File: src/rtl/dual_edge_encoder_if.sv
`default_nettype none
// ---------------------------------------------------------------------------
// dual_edge_encoder_if : event/level-line bundle for the dual-edge encoder
// Revision: 1.0
// ---------------------------------------------------------------------------
interface dual_edge_encoder_if #(
  parameter int PEND_W = 4
);
  logic              event_in;
  logic              clear_ovf;
  logic              line_out;
  logic [PEND_W-1:0] pending;
  logic              busy;
  logic              overflow;

  modport master (
    output event_in,
    output clear_ovf,
    input  line_out,
    input  pending,
    input  busy,
    input  overflow
  );

  modport slave (
    input  event_in,
    input  clear_ovf,
    output line_out,
    output pending,
    output busy,
    output overflow
  );
endinterface
`default_nettype wire

File: src/rtl/dual_edge_encoder.sv
`default_nettype none
// ---------------------------------------------------------------------------
// dual_edge_encoder : turns event strobes into spaced transitions on a level line
// Revision: 1.0
// ---------------------------------------------------------------------------
module dual_edge_encoder #(
  parameter int HOLD_CYCLES = 2,
  parameter int PEND_W      = 4
) (
  input  wire logic           clk,
  input  wire logic           reset_n,
  dual_edge_encoder_if.slave  bus
);

  localparam logic [7:0]        c_HOLD_RELOAD = 8'(HOLD_CYCLES - 1);
  localparam logic [PEND_W-1:0] c_PEND_MAX    = {PEND_W{1'b1}};
  localparam logic [PEND_W-1:0] c_PEND_ONE    = {{(PEND_W-1){1'b0}}, 1'b1};

  typedef enum logic [0:0] {
    ST_IDLE = 1'b0,
    ST_HOLD = 1'b1
  } state_t;

  state_t            r_state;
  state_t            w_state_nxt;
  logic [7:0]        r_hold_cnt;
  logic [7:0]        w_hold_cnt_nxt;
  logic              r_line;
  logic [PEND_W-1:0] r_pending;
  logic [PEND_W-1:0] w_pending_nxt;
  logic              r_overflow;
  logic              w_overflow_nxt;
  logic              w_work;
  logic              w_toggle;
  logic              w_drop;

  always_comb begin
    w_work         = bus.event_in | (r_pending != '0);
    w_toggle       = 1'b0;
    w_state_nxt    = r_state;
    w_hold_cnt_nxt = r_hold_cnt;
    case (r_state)
      ST_IDLE: begin
        if (bus.event_in) begin
          w_toggle    = 1'b1;
          w_state_nxt = ST_HOLD;
        end
      end
      ST_HOLD: begin
        if (r_hold_cnt != 8'd0) begin
          w_hold_cnt_nxt = r_hold_cnt - 8'd1;
        end else if (w_work) begin
          w_toggle = 1'b1;
        end else begin
          w_state_nxt = ST_IDLE;
        end
      end
      default: begin
        w_state_nxt = ST_IDLE;
      end
    endcase
    if (w_toggle) begin
      w_hold_cnt_nxt = c_HOLD_RELOAD;
    end
  end

  // An event that coincides with a toggle reuses the emitted slot, so the count holds.
  always_comb begin
    w_pending_nxt = r_pending;
    w_drop        = 1'b0;
    case ({bus.event_in, w_toggle})
      2'b10: begin
        if (r_pending != c_PEND_MAX) begin
          w_pending_nxt = r_pending + c_PEND_ONE;
        end else begin
          w_drop = 1'b1;
        end
      end
      2'b01: begin
        if (r_pending != '0) begin
          w_pending_nxt = r_pending - c_PEND_ONE;
        end
      end
      default: begin
        w_pending_nxt = r_pending;
      end
    endcase
    if (w_drop) begin
      w_overflow_nxt = 1'b1;
    end else if (bus.clear_ovf) begin
      w_overflow_nxt = 1'b0;
    end else begin
      w_overflow_nxt = r_overflow;
    end
  end

  always_ff @(posedge clk or negedge reset_n) begin
    if (!reset_n) begin
      r_state    <= ST_IDLE;
      r_hold_cnt <= 8'd0;
      r_line     <= 1'b0;
      r_pending  <= '0;
      r_overflow <= 1'b0;
    end else begin
      r_state    <= w_state_nxt;
      r_hold_cnt <= w_hold_cnt_nxt;
      r_line     <= r_line ^ w_toggle;
      r_pending  <= w_pending_nxt;
      r_overflow <= w_overflow_nxt;
    end
  end

  assign bus.line_out = r_line;
  assign bus.pending  = r_pending;
  assign bus.overflow = r_overflow;
  assign bus.busy     = (r_state == ST_HOLD) | (r_pending != '0);

endmodule
`default_nettype wire

File: src/flat_wrapper.sv
// flat-port wrapper written by rule: the top's interface ports become plain ports
module dual_edge_encoder_flat 
#(
  parameter int HOLD_CYCLES = 2,
  parameter int PEND_W      = 4
)
  (clk, reset_n, bus_event_in, bus_clear_ovf, bus_line_out, bus_pending, bus_busy, bus_overflow);
  dual_edge_encoder_if #(.PEND_W(PEND_W)) bus_i ();
  input  wire logic clk;
  input  wire logic reset_n;
  input wire logic [$bits(bus_i.event_in)-1:0] bus_event_in;
  input wire logic [$bits(bus_i.clear_ovf)-1:0] bus_clear_ovf;
  output wire logic [$bits(bus_i.line_out)-1:0] bus_line_out;
  output wire logic [$bits(bus_i.pending)-1:0] bus_pending;
  output wire logic [$bits(bus_i.busy)-1:0] bus_busy;
  output wire logic [$bits(bus_i.overflow)-1:0] bus_overflow;
  assign bus_i.event_in = bus_event_in;
  assign bus_i.clear_ovf = bus_clear_ovf;
  assign bus_line_out = bus_i.line_out;
  assign bus_pending = bus_i.pending;
  assign bus_busy = bus_i.busy;
  assign bus_overflow = bus_i.overflow;
  dual_edge_encoder #(.HOLD_CYCLES(HOLD_CYCLES), .PEND_W(PEND_W)) u_core (.clk(clk), .reset_n(reset_n), .bus(bus_i));
endmodule
File: config.mk
export PLATFORM = sky130hd
export DESIGN_NAME = dual_edge_encoder_flat
export DESIGN_NICKNAME = d
export VERILOG_FILES = /design/src/rtl/dual_edge_encoder_if.sv /design/src/rtl/dual_edge_encoder.sv /design/src/flat_wrapper.sv
export SDC_FILE = /design/constraint.sdc
export NUM_CORES = 1
export LEC_CHECK = 0
export BUFFER_PORTS_ARGS = -buffer_cell sky130_fd_sc_hd__buf_4
export CAP_MARGIN = 5
export CORE_MARGIN = 2
export CORE_UTILIZATION = 55
export CTS_CLUSTER_DIAMETER = 60
export DETAILED_ROUTE_END_ITERATION = 6
export PLACE_DENSITY_LB_ADDON = 0.05
export RECOVER_POWER = 100
export REMOVE_ABC_BUFFERS = 1
export SLEW_MARGIN = 20
export SYNTH_ARGS = -nofsm -noshare
export SYNTH_HDL_FRONTEND = slang
export SYNTH_SLANG_ARGS = --single-unit
File: constraint.sdc
create_clock -name clk -period 7 [get_ports clk]
set_input_delay 0.35 -clock clk [delete_from_list [all_inputs] [get_ports clk]]
set_output_delay 0.35 -clock clk [all_outputs]
set_load 0.05 [all_outputs]
# Word level (Yosys, flattened, before mapping)
# Cells that the tools add are included.
[word_totals]
inputBits = 4
ff_bits = 15
out_inout_bits = 7
word_cells = 41
[op_classes]
addsub = 3
bitwise = 4
reduce_logical = 8
n_mux = 16
eq_ne = 5
[ops]
columns = ["cell", "count"]
rows = [
  ["$mux W8", 3],
  ["$mux W1", 8],
  ["$mux W4", 2],
  ["$pmux W4 S2", 1],
  ["$reduce_bool A2 Y1", 4],
  ["$reduce_bool A8 Y1", 1],
  ["$sub A8 B1 Y8 const B", 1],
  ["$add A4 B1 Y4 const B", 1],
  ["$ne A2 B1 Y1 const B", 2],
  ["$ne A4 B4 Y1 const B", 1],
  ["$pmux W1 S2", 2],
  ["$reduce_bool A4 Y1", 1],
  ["$sub A4 B1 Y4 const B", 1],
  ["$reduce_and A3 Y1", 1],
  ["$eq A2 B1 Y1 const B", 1],
  ["$eq A2 B2 Y1 const B", 1],
  ["$or A1 B1 Y1", 2],
  ["$reduce_and A2 Y1", 1],
  ["$not A1 Y1", 1],
  ["$xor A1 B1 Y1", 1],
]

# Logic depth before layout (Yosys ltp)
# Gate-level depths: netlist of the first run.
[logic_depth]
depth_word = 8
depth_mapped = 10
depth_no_buf = 10

# Worst setup path before layout of the first run
# No wires, ideal clock.
[synth_timing]
kind = "reg2reg"
from = "register u_core.r_pending[0], in the netlist u_core.bus.pending[0]"
to = "register u_core.r_pending[2], in the netlist u_core.bus.pending[2]"
required_ns = 6.918
path_stages_with_launch = 9
arrival_time_ns = 2.222
setup_ns = 0.082
n_path_buf = 1
synth_period_minus_slack_ns = 2.303
setup_slack_ns = 4.697
cell_sequence = "dfrtp_1 -> clkbuf_1 -> o41ai_2 -> nor4_4 -> xor2_1 -> ha_1 -> nor2_1 -> mux2_1 -> a31oi_1"
[synth_between]
elab_chain_cells = 8
elab_cells_between_ends = 17
cone_classes = "add/sub (2); eq/ne (5); mux (6); bitwise (1); reduce/logical (3)"
[synth_lines]
columns = ["element", "line", "source"]
rows = [
  ["start: declaration", "dual_edge_encoder.sv:29", "logic [PEND_W-1:0] r_pending;"],
  ["start signal: assignment", "dual_edge_encoder.sv:108", "r_pending <= w_pending_nxt;"],
  ["$reduce_bool A4 Y1", "dual_edge_encoder.sv:38, dual_edge_encoder.sv:80", ""],
  ["$or A1 B1 Y1", "dual_edge_encoder.sv:38", "w_work = bus.event_in | (r_pending != '0);"],
  ["$mux W1", "dual_edge_encoder.sv:52", "end else if (w_work) begin"],
  ["$mux W1", "dual_edge_encoder.sv:50", "if (r_hold_cnt != 8'd0) begin"],
  ["$pmux W1 S2", "dual_edge_encoder.sv:42", "case (r_state)"],
  ["$eq A2 B1 Y1 / $eq A2 B2 Y1 (equally long branches)", "dual_edge_encoder.sv:71", "case ({bus.event_in, w_toggle})"],
  ["$ne A2 B1 Y1 (no source line) / $reduce_bool A2 Y1 (equally long branches)", "-", ""],
  ["$reduce_and A3 Y1 (no source line)", "-", ""],
]
# Several ways; a longest one is shown, not always the timed one. The select of a mux whose other input is x is not followed.
# A chain may end at the register's enable or synchronous reset.

# Final worst setup path of the first run
[layout_timing]
from = "register u_core.r_hold_cnt[0]"
to = "register u_core.r_pending[1], in the netlist u_core.bus.pending[1]"
[layout_between]
elab_chain_cells = 6
elab_cells_between_ends = 10
cone_classes = "eq/ne (4); mux (3); reduce/logical (3)"
[layout_lines]
columns = ["element", "line", "source"]
rows = [
  ["start: declaration", "dual_edge_encoder.sv:26", "logic [7:0] r_hold_cnt;"],
  ["start signal: assignment", "dual_edge_encoder.sv:106", "r_hold_cnt <= w_hold_cnt_nxt;"],
  ["$reduce_bool A8 Y1 *", "dual_edge_encoder.sv:50", ""],
  ["$mux W1 *", "dual_edge_encoder.sv:50", ""],
  ["$pmux W1 S2 *", "dual_edge_encoder.sv:42", ""],
  ["$eq A2 B1 Y1 / $eq A2 B2 Y1 (equally long branches)", "dual_edge_encoder.sv:71", ""],
  ["$ne A2 B1 Y1 (no source line) / $reduce_bool A2 Y1 (equally long branches)", "-", ""],
  ["$reduce_and A3 Y1 (no source line)", "-", ""],
]
# Mark *: on every way between the ends. The rest lies on a longest branch, timed or not.

==> flow_summary.yaml, run 1 <==
cts:
  clk_latency_ps: 280
  clock_path_buffers: 2
  cts_max_level: 1
  clock-root-buffer: "clkbuf_4"
  numCtsBuffers: 3
  cts_tree: "done"
  clk_pin_slew_ps: 80
  cts_sinks: 15
  cts_setup_buffers: 0
power:
  internal_power_mw: 0.141
  p_leak_nw: 0.468
  pwr-share-comb_pct: 33.7
  pwr-share-seq_pct: 47.3
  power_density_mw_per_mm2: 245
  p_sw_mw: 0.107
  p_clk_share_pct: 19.0
  p_sw_share_pct: 43.2
  peakVddDrop_mv: 0.215
setup_path:
  endpoint_kind: "flop"
  worstPathRequired_ps: 7160
  start_kind: "flop"
  worst-endpoint-arrival_ps: 3020
  worst-setup-path-type: "reg -> reg"
  path_max_fanout: 21
  r2r-start: "u_core.r_hold_cnt[0]"
  worstSetupStartpoint: "u_core.r_hold_cnt[0]"
drt:
  drtIter0Drc: 15
  route.vias.total: 714
  drc_errors: 0
  wl_per_cell_um: 14.2
  ant_nets: 0
  drt_first_pass_iters: 4
  viasPerCell: 6.10
  routed_wl_um: 1660
grt:
  met1_usage_pct: 25.6
  grt.busiest_layer: "met2"
  grt_overflow: 0
  antenna_found_initial: 0
  grt_max_degree: 22
  globalRouteMet3Util_pct: 6.35
  grt_pass1_wl_um: 2920
  grtUsageMet2_pct: 30.7
  grt_use_total_pct: 19.9
  grt_pass1_vias: 694
layout:
  final_nets: 109
  drive_gt1_share_pct: 11.9
  multi_input_comb_area_um2: 502
  fin_cells: 117
  seqCellArea_um2: 375
  fin_area_mm2: 0.00101
  n_antenna_cell: 0
  area_growth_syn_to_layout_pct: 7.15
  nFillCells: 140
run:
  cap_violations: 1
yosys:
  synth_ff_type: "dfrtp_1"
  yosys_warnings: 0
  synth_common_cells: "dfrtp_1, inv_1, mux2i_1, nand2_1"
  synth.most_common_cell: "dfrtp_1"
  synth_area_um2: 945
  async_reset_ff_share_pct: 100
  synth.area.top_cells: "dfrtp_1, mux2i_1, nor4_4"
  yosysTopAreaCell: "dfrtp_1"
  yosysUniqueCellTypes: 34
  synth_edf_count: 0
  syn_area_per_cell_um2: 10.4
  synth_seq_cells: 15
  synth_top_cell_area_share_pct: 39.7
  synthCells: 91
  seq_area_frac_synth_pct: 39.7
placement:
  place.port_buffers: 10
  place_area_mm2: 0.00101
  placed_cells: 112
  place_congestion: 0.839
  hpwl_um: 1250
run_status:
  violations: "max-capacitance violations, max-slew violations"
  status: "complete, but fails checks"
timing:
  setup_tns_ps: 0
  period_share_pct: 40.8
  min_period_ps: 2860
  max_slew_margin_pct: -10.1
  fmax_mhz: 350
  maxSlewViolCount: 22
  hold_viol_final: 0
  setup_viol: 0
  holdWs_ps: 251
  rsz0062_at_grt: "false"
  tightest_slew_ps: 1650
  skew_ps: 3.92
floorplan:
  die_x_um: 45.4
  start_util_pct: 60.6
  rows: 14
  coreArea_mm2: 0.00156
  die-area_mm2: 0.00207
  ios: 11
  die_h_um: 45.4
worst_hold_path:
  hp-start: "bus_clear_ovf"
  holdCritPathClass: "in -> reg"
layer usage:
layer | routed length [um] | vias up
li1 | - | 349
met1 | 749 | 347
met2 | 803 | 16
met3 | 97 | 2
met4 | 13 | 0
met5 | 0 | -
power by group through the flow:
stage          logic, mW  registers [mW]  clock network (mW)
2_1_floorplan     0.0303           0.150                   0
3_3_place_gp      0.0905           0.119                   0
3_5_place_dp      0.0930           0.119                   0
4_1_cts           0.0935           0.117              0.0501
5_1_grt           0.0900           0.120              0.0531
6_report          0.0836           0.117              0.0472
through the flow:
step / utilization [%] / power (mW) / worst slack (ps)
global placement: 64.8 / 0.209 / 4670
floorplan: - / 0.180 / 4760
global route: 64.9 / 0.263 / 3920
CTS: 67.1 / 0.261 / 4550
detailed placement: 64.8 / 0.212 / 4580
finish: 64.9 / 0.248 / 4140
flip-flops by register name, summed over array words and instances, names as in the netlist:
signal and count:
u_core.bus.line_out 1, u_core.bus.overflow 1, u_core.bus.pending 4, u_core.r_hold_cnt 8, u_core.r_state 1
cells in the final DEF (no fill, tap or decap), drive strengths merged, types with 2 or more instances in the layout:
cell and count:
inv 9, nor3 2, clkbuf 12, nor2 4, nor4 2, or3 3, mux2 4, buf 2
o211ai 2, mux2i 8, or4 2, a211oi 2, xor2 2, a21oi 3, nand2 6, dfrtp 15
nand3 3, ha 3, a22o 4, nand4 3
layout make-up:
cell class / instances / share of cell area (%)
Inverter: 9 / 3.34
Sequential cell: 15 / 37.1
Timing Repair Buffer: 11 / 5.44
Multi-Input combinational cell: 62 / 49.6
Tap cell: 16 / 1.98
Clock buffer: 4 / 2.60
cells by family after synthesis:
family                   synth area share (%)
flip-flops                               39.7
AO/OA/AOI/OAI                            12.8
XOR/XNOR                                 2.78
AND/OR/NAND/NOR                          20.3
multiplexers                             13.6
adder cells (fa/ha/maj)                  3.97
buffers and inverters                    6.75
critical path, stage by stage (launching register included):
cell and delay [ps]:
dfrtp_1 360, inv_1 80, ha_1 210, nor3b_1 160, a21oi_1 1270, a31o_1 320
mux2_1 340
repair_timing:
item,4_1_cts,5_1_grt
hold endpoints to repair,15,0
hold buffers,1,0
gates resized for setup,0,0
path summary, 6_finish.rpt:
path | endpoint | slack [ps] | depth (start not counted)
max | u_core.bus.pending[1] | 4140 | 6
min in group asynchronous | u_core.bus.pending[0] | 650 | 2
min reg2reg | u_core.bus.line_out | 470 | 1
min | u_core.bus.overflow | 250 | 2
max reg2reg | u_core.bus.pending[1] | 4140 | 6
max in group asynchronous | u_core.bus.pending[3] | 5860 | 2
Note: power is estimated with default switching activity, not from simulation.
==> inputs of run 2 (changes only) <==
--- a/config.mk
+++ b/config.mk
@@ -5,6 +5,7 @@
 export SDC_FILE = /design/constraint.sdc
 export NUM_CORES = 1
 export LEC_CHECK = 0
+export ABC_AREA = 1
 export BUFFER_PORTS_ARGS = -buffer_cell sky130_fd_sc_hd__buf_4
 export CAP_MARGIN = 5
 export CORE_MARGIN = 2
==> constraint.sdc (replaced) <==
create_clock -name clk -period 2.9 [get_ports clk]
set_input_delay 0.145 -clock clk [delete_from_list [all_inputs] [get_ports clk]]
set_output_delay 0.145 -clock clk [all_outputs]
set_load 0.05 [all_outputs]
==> flow_summary.yaml, run 2 <==
setup_path:
  worst-endpoint-arrival_ps: 2320
  endpoint_kind: "flop"
  r2r_slack_ps: 760
  worstPathRequired_ps: 3080
  worst-setup-path-type: "reg -> reg"
  path_max_fanout: 6
  start_kind: "flop"
floorplan:
  coreArea_mm2: 0.00167
  die-area_mm2: 0.00209
  die_x_um: 45.7
  start_util_pct: 57.2
  ios: 11
  die_h_um: 45.7
  rows: 15
layout:
  final_core_util_pct: 59.7
  drive_gt1_share_pct: 11.0
  area_growth_syn_to_layout_pct: 4.32
  regMostFlops: "u_core.r_hold_cnt"
  n_antenna_cell: 0
  final_cell_mix: "nand2_1, inv_1, dfrtp_1"
  final_nets: 135
  final_common_cell: "nand2_1"
  largest_reg_flops: 8
  fin_cells: 144
worst_hold_path:
  holdCritPathClass: "in -> reg"
power:
  p_leak_nw: 0.479
  p_clk_share_pct: 19.6
  internal_power_mw: 0.346
  p_sw_mw: 0.267
  pwr-share-comb_pct: 35.7
  peakVddDrop_mv: 0.413
  pwr-share-seq_pct: 44.7
  p_total_mw: 0.613
  p_sw_share_pct: 43.6
  power_density_mw_per_mm2: 615
timing:
  min_period_ps: 2140
  hold_viol_final: 0
  skew_ps: 3.43
  tightest_slew_ps: 830
  fmax_mhz: 468
  maxSlewViolCount: 0
  setup_tns_ps: 0
  holdWs_ps: 48.2
  period_share_pct: 73.7
  rsz0062_at_grt: "false"
  max_slew_margin_pct: 44.7
  setup_viol: 0
drt:
  route.vias.total: 755
  ant_nets: 0
  drc_errors: 0
  routed_wl_um: 1750
  drtIter0Drc: 20
  viasPerCell: 5.24
  drt_first_pass_iters: 4
  wl_per_cell_um: 12.2
yosys:
  synth_common_cells: "nand2_1, dfrtp_1, inv_1, nand3_1, nor2_1"
  synth.most_common_cell: "nand2_1"
  synth_edf_count: 0
  synth_area_um2: 956
  synth_ff_type: "dfrtp_1"
  yosysUniqueCellTypes: 25
  synth_seq_cells: 15
  seq_area_frac_synth_pct: 39.3
  syn_area_per_cell_um2: 8.46
  synth_top_cell_area_share_pct: 39.3
  synthCells: 113
  async_reset_ff_share_pct: 100
  yosys_warnings: 0
  synth.area.top_cells: "dfrtp_1, nand2_1, inv_1"
  yosysTopAreaCell: "dfrtp_1"
cts:
  cts_resized: 0
  numCtsBuffers: 3
  clock-root-buffer: "clkbuf_4"
  clk_pin_slew_ps: 90
  cts_sinks: 15
  cts_tree: "done"
  clk_latency_ps: 280
  cts_max_level: 1
  clock_path_buffers: 2
placement:
  hpwl_um: 1300
  place.port_buffers: 10
  place_congestion: 0.748
  placed_cells: 139
grt:
  grt_max_degree: 16
  grt_use_total_pct: 20.3
  grt_pass1_wl_um: 3060
  grt_pass1_vias: 706
  grt_overflow: 0
  antenna_found_initial: 0
run_status:
  status: "finished, final reports clean"
run:
  cap_violations: 0
-- run 2: cell count changes after synthesis, sizes merged, moves of 4 or more --
cell   previous run  this run
mux2i             8         0
o21ai             0         8
nand4             3         7
nor2              4        11
mux2              4         0
a22o              4         0
nand3             3        11
nand2             6        28
inv               9        15
-- run 2: timing repair --
item	4_1_cts	5_1_grt
hold buffers	1	0
setup endpoints to repair	0	0
endpoints found under the hold margin	15	0
setup buffers	0	0
-- run 2: stage by stage --
stage / setup slack, ps / area (um^2)
after global routing: 396 / 997
after detailed placement: 849 / 1040
after CTS: 825 / 1080
after global placement: 892 / 1040
final: 763 / 997
after floorplan: 945 / 945
-- run 2: layout make-up --
cell class | count | area, um^2
inverter | 16 | 61.3
timing repair buffer | 11 | 55.1
fill | 167 | 673
multi-input combinational | 81 | 458
tap | 17 | 21.3
sequential | 15 | 375
clock buffer | 4 | 26.3
-- run 2: per-layer routing --
layer | global-route usage, % | share of wire [%]
met5 | 0 | 0
met4 | 6.86 | 0.74
met3 | 2.38 | 3.6
met2 | 29.3 | 42
met1 | 31.4 | 54
-- run 2: final timing paths --
kind | cells after the start | from | endpoint
worst max-delay path | 14 | u_core.r_hold_cnt[0] | u_core.bus.pending[2]
worst min-delay path | 2 | bus_clear_ovf | u_core.bus.overflow
worst max register to register | 14 | u_core.r_hold_cnt[0] | u_core.bus.pending[2]
worst min register to register | 1 | u_core.bus.line_out | u_core.bus.line_out
max in group asynchronous | 2 | reset_n | u_core.r_hold_cnt[7]
min in group asynchronous | 2 | reset_n | u_core.r_hold_cnt[4]
-- run 2: cells by family (layout without fill, tap and decap cells) --
logic type               count (synthesis)  after routing  share of synthesized area [%]
buffers and inverters                   17             31                           7.59
AO/OA/AOI/OAI                           10             10                           9.82
AND/OR/NAND/NOR                         61             61                           33.0
adder cells (fa/ha/maj)                  3              3                           3.93
flip-flops                              15             15                           39.3
XOR/XNOR                                 7              7                           6.41
-- run 2: critical path: stages (launching register included) --
cell     delay [ps]
dfrtp_1         390
inv_1           140
ha_1            210
nand2_1          60
nor2_1          120
nand4_1         210
xor2_1          200
inv_1            60
ha_1            180
nor2_1           90
nand4_1         100
nand2_1          90
nand3_1          80
nand2_1          80
inv_1            30
-- run 2: power by group through the flow --
stage                     logic, mW  registers, mW  clock network [mW]
final                         0.219          0.274               0.120
after global routing          0.246          0.279               0.132
after CTS                     0.244          0.274               0.125
after detailed placement      0.242          0.278                   0
after global placement        0.238          0.278                   0
after floorplan              0.0859          0.364                   0
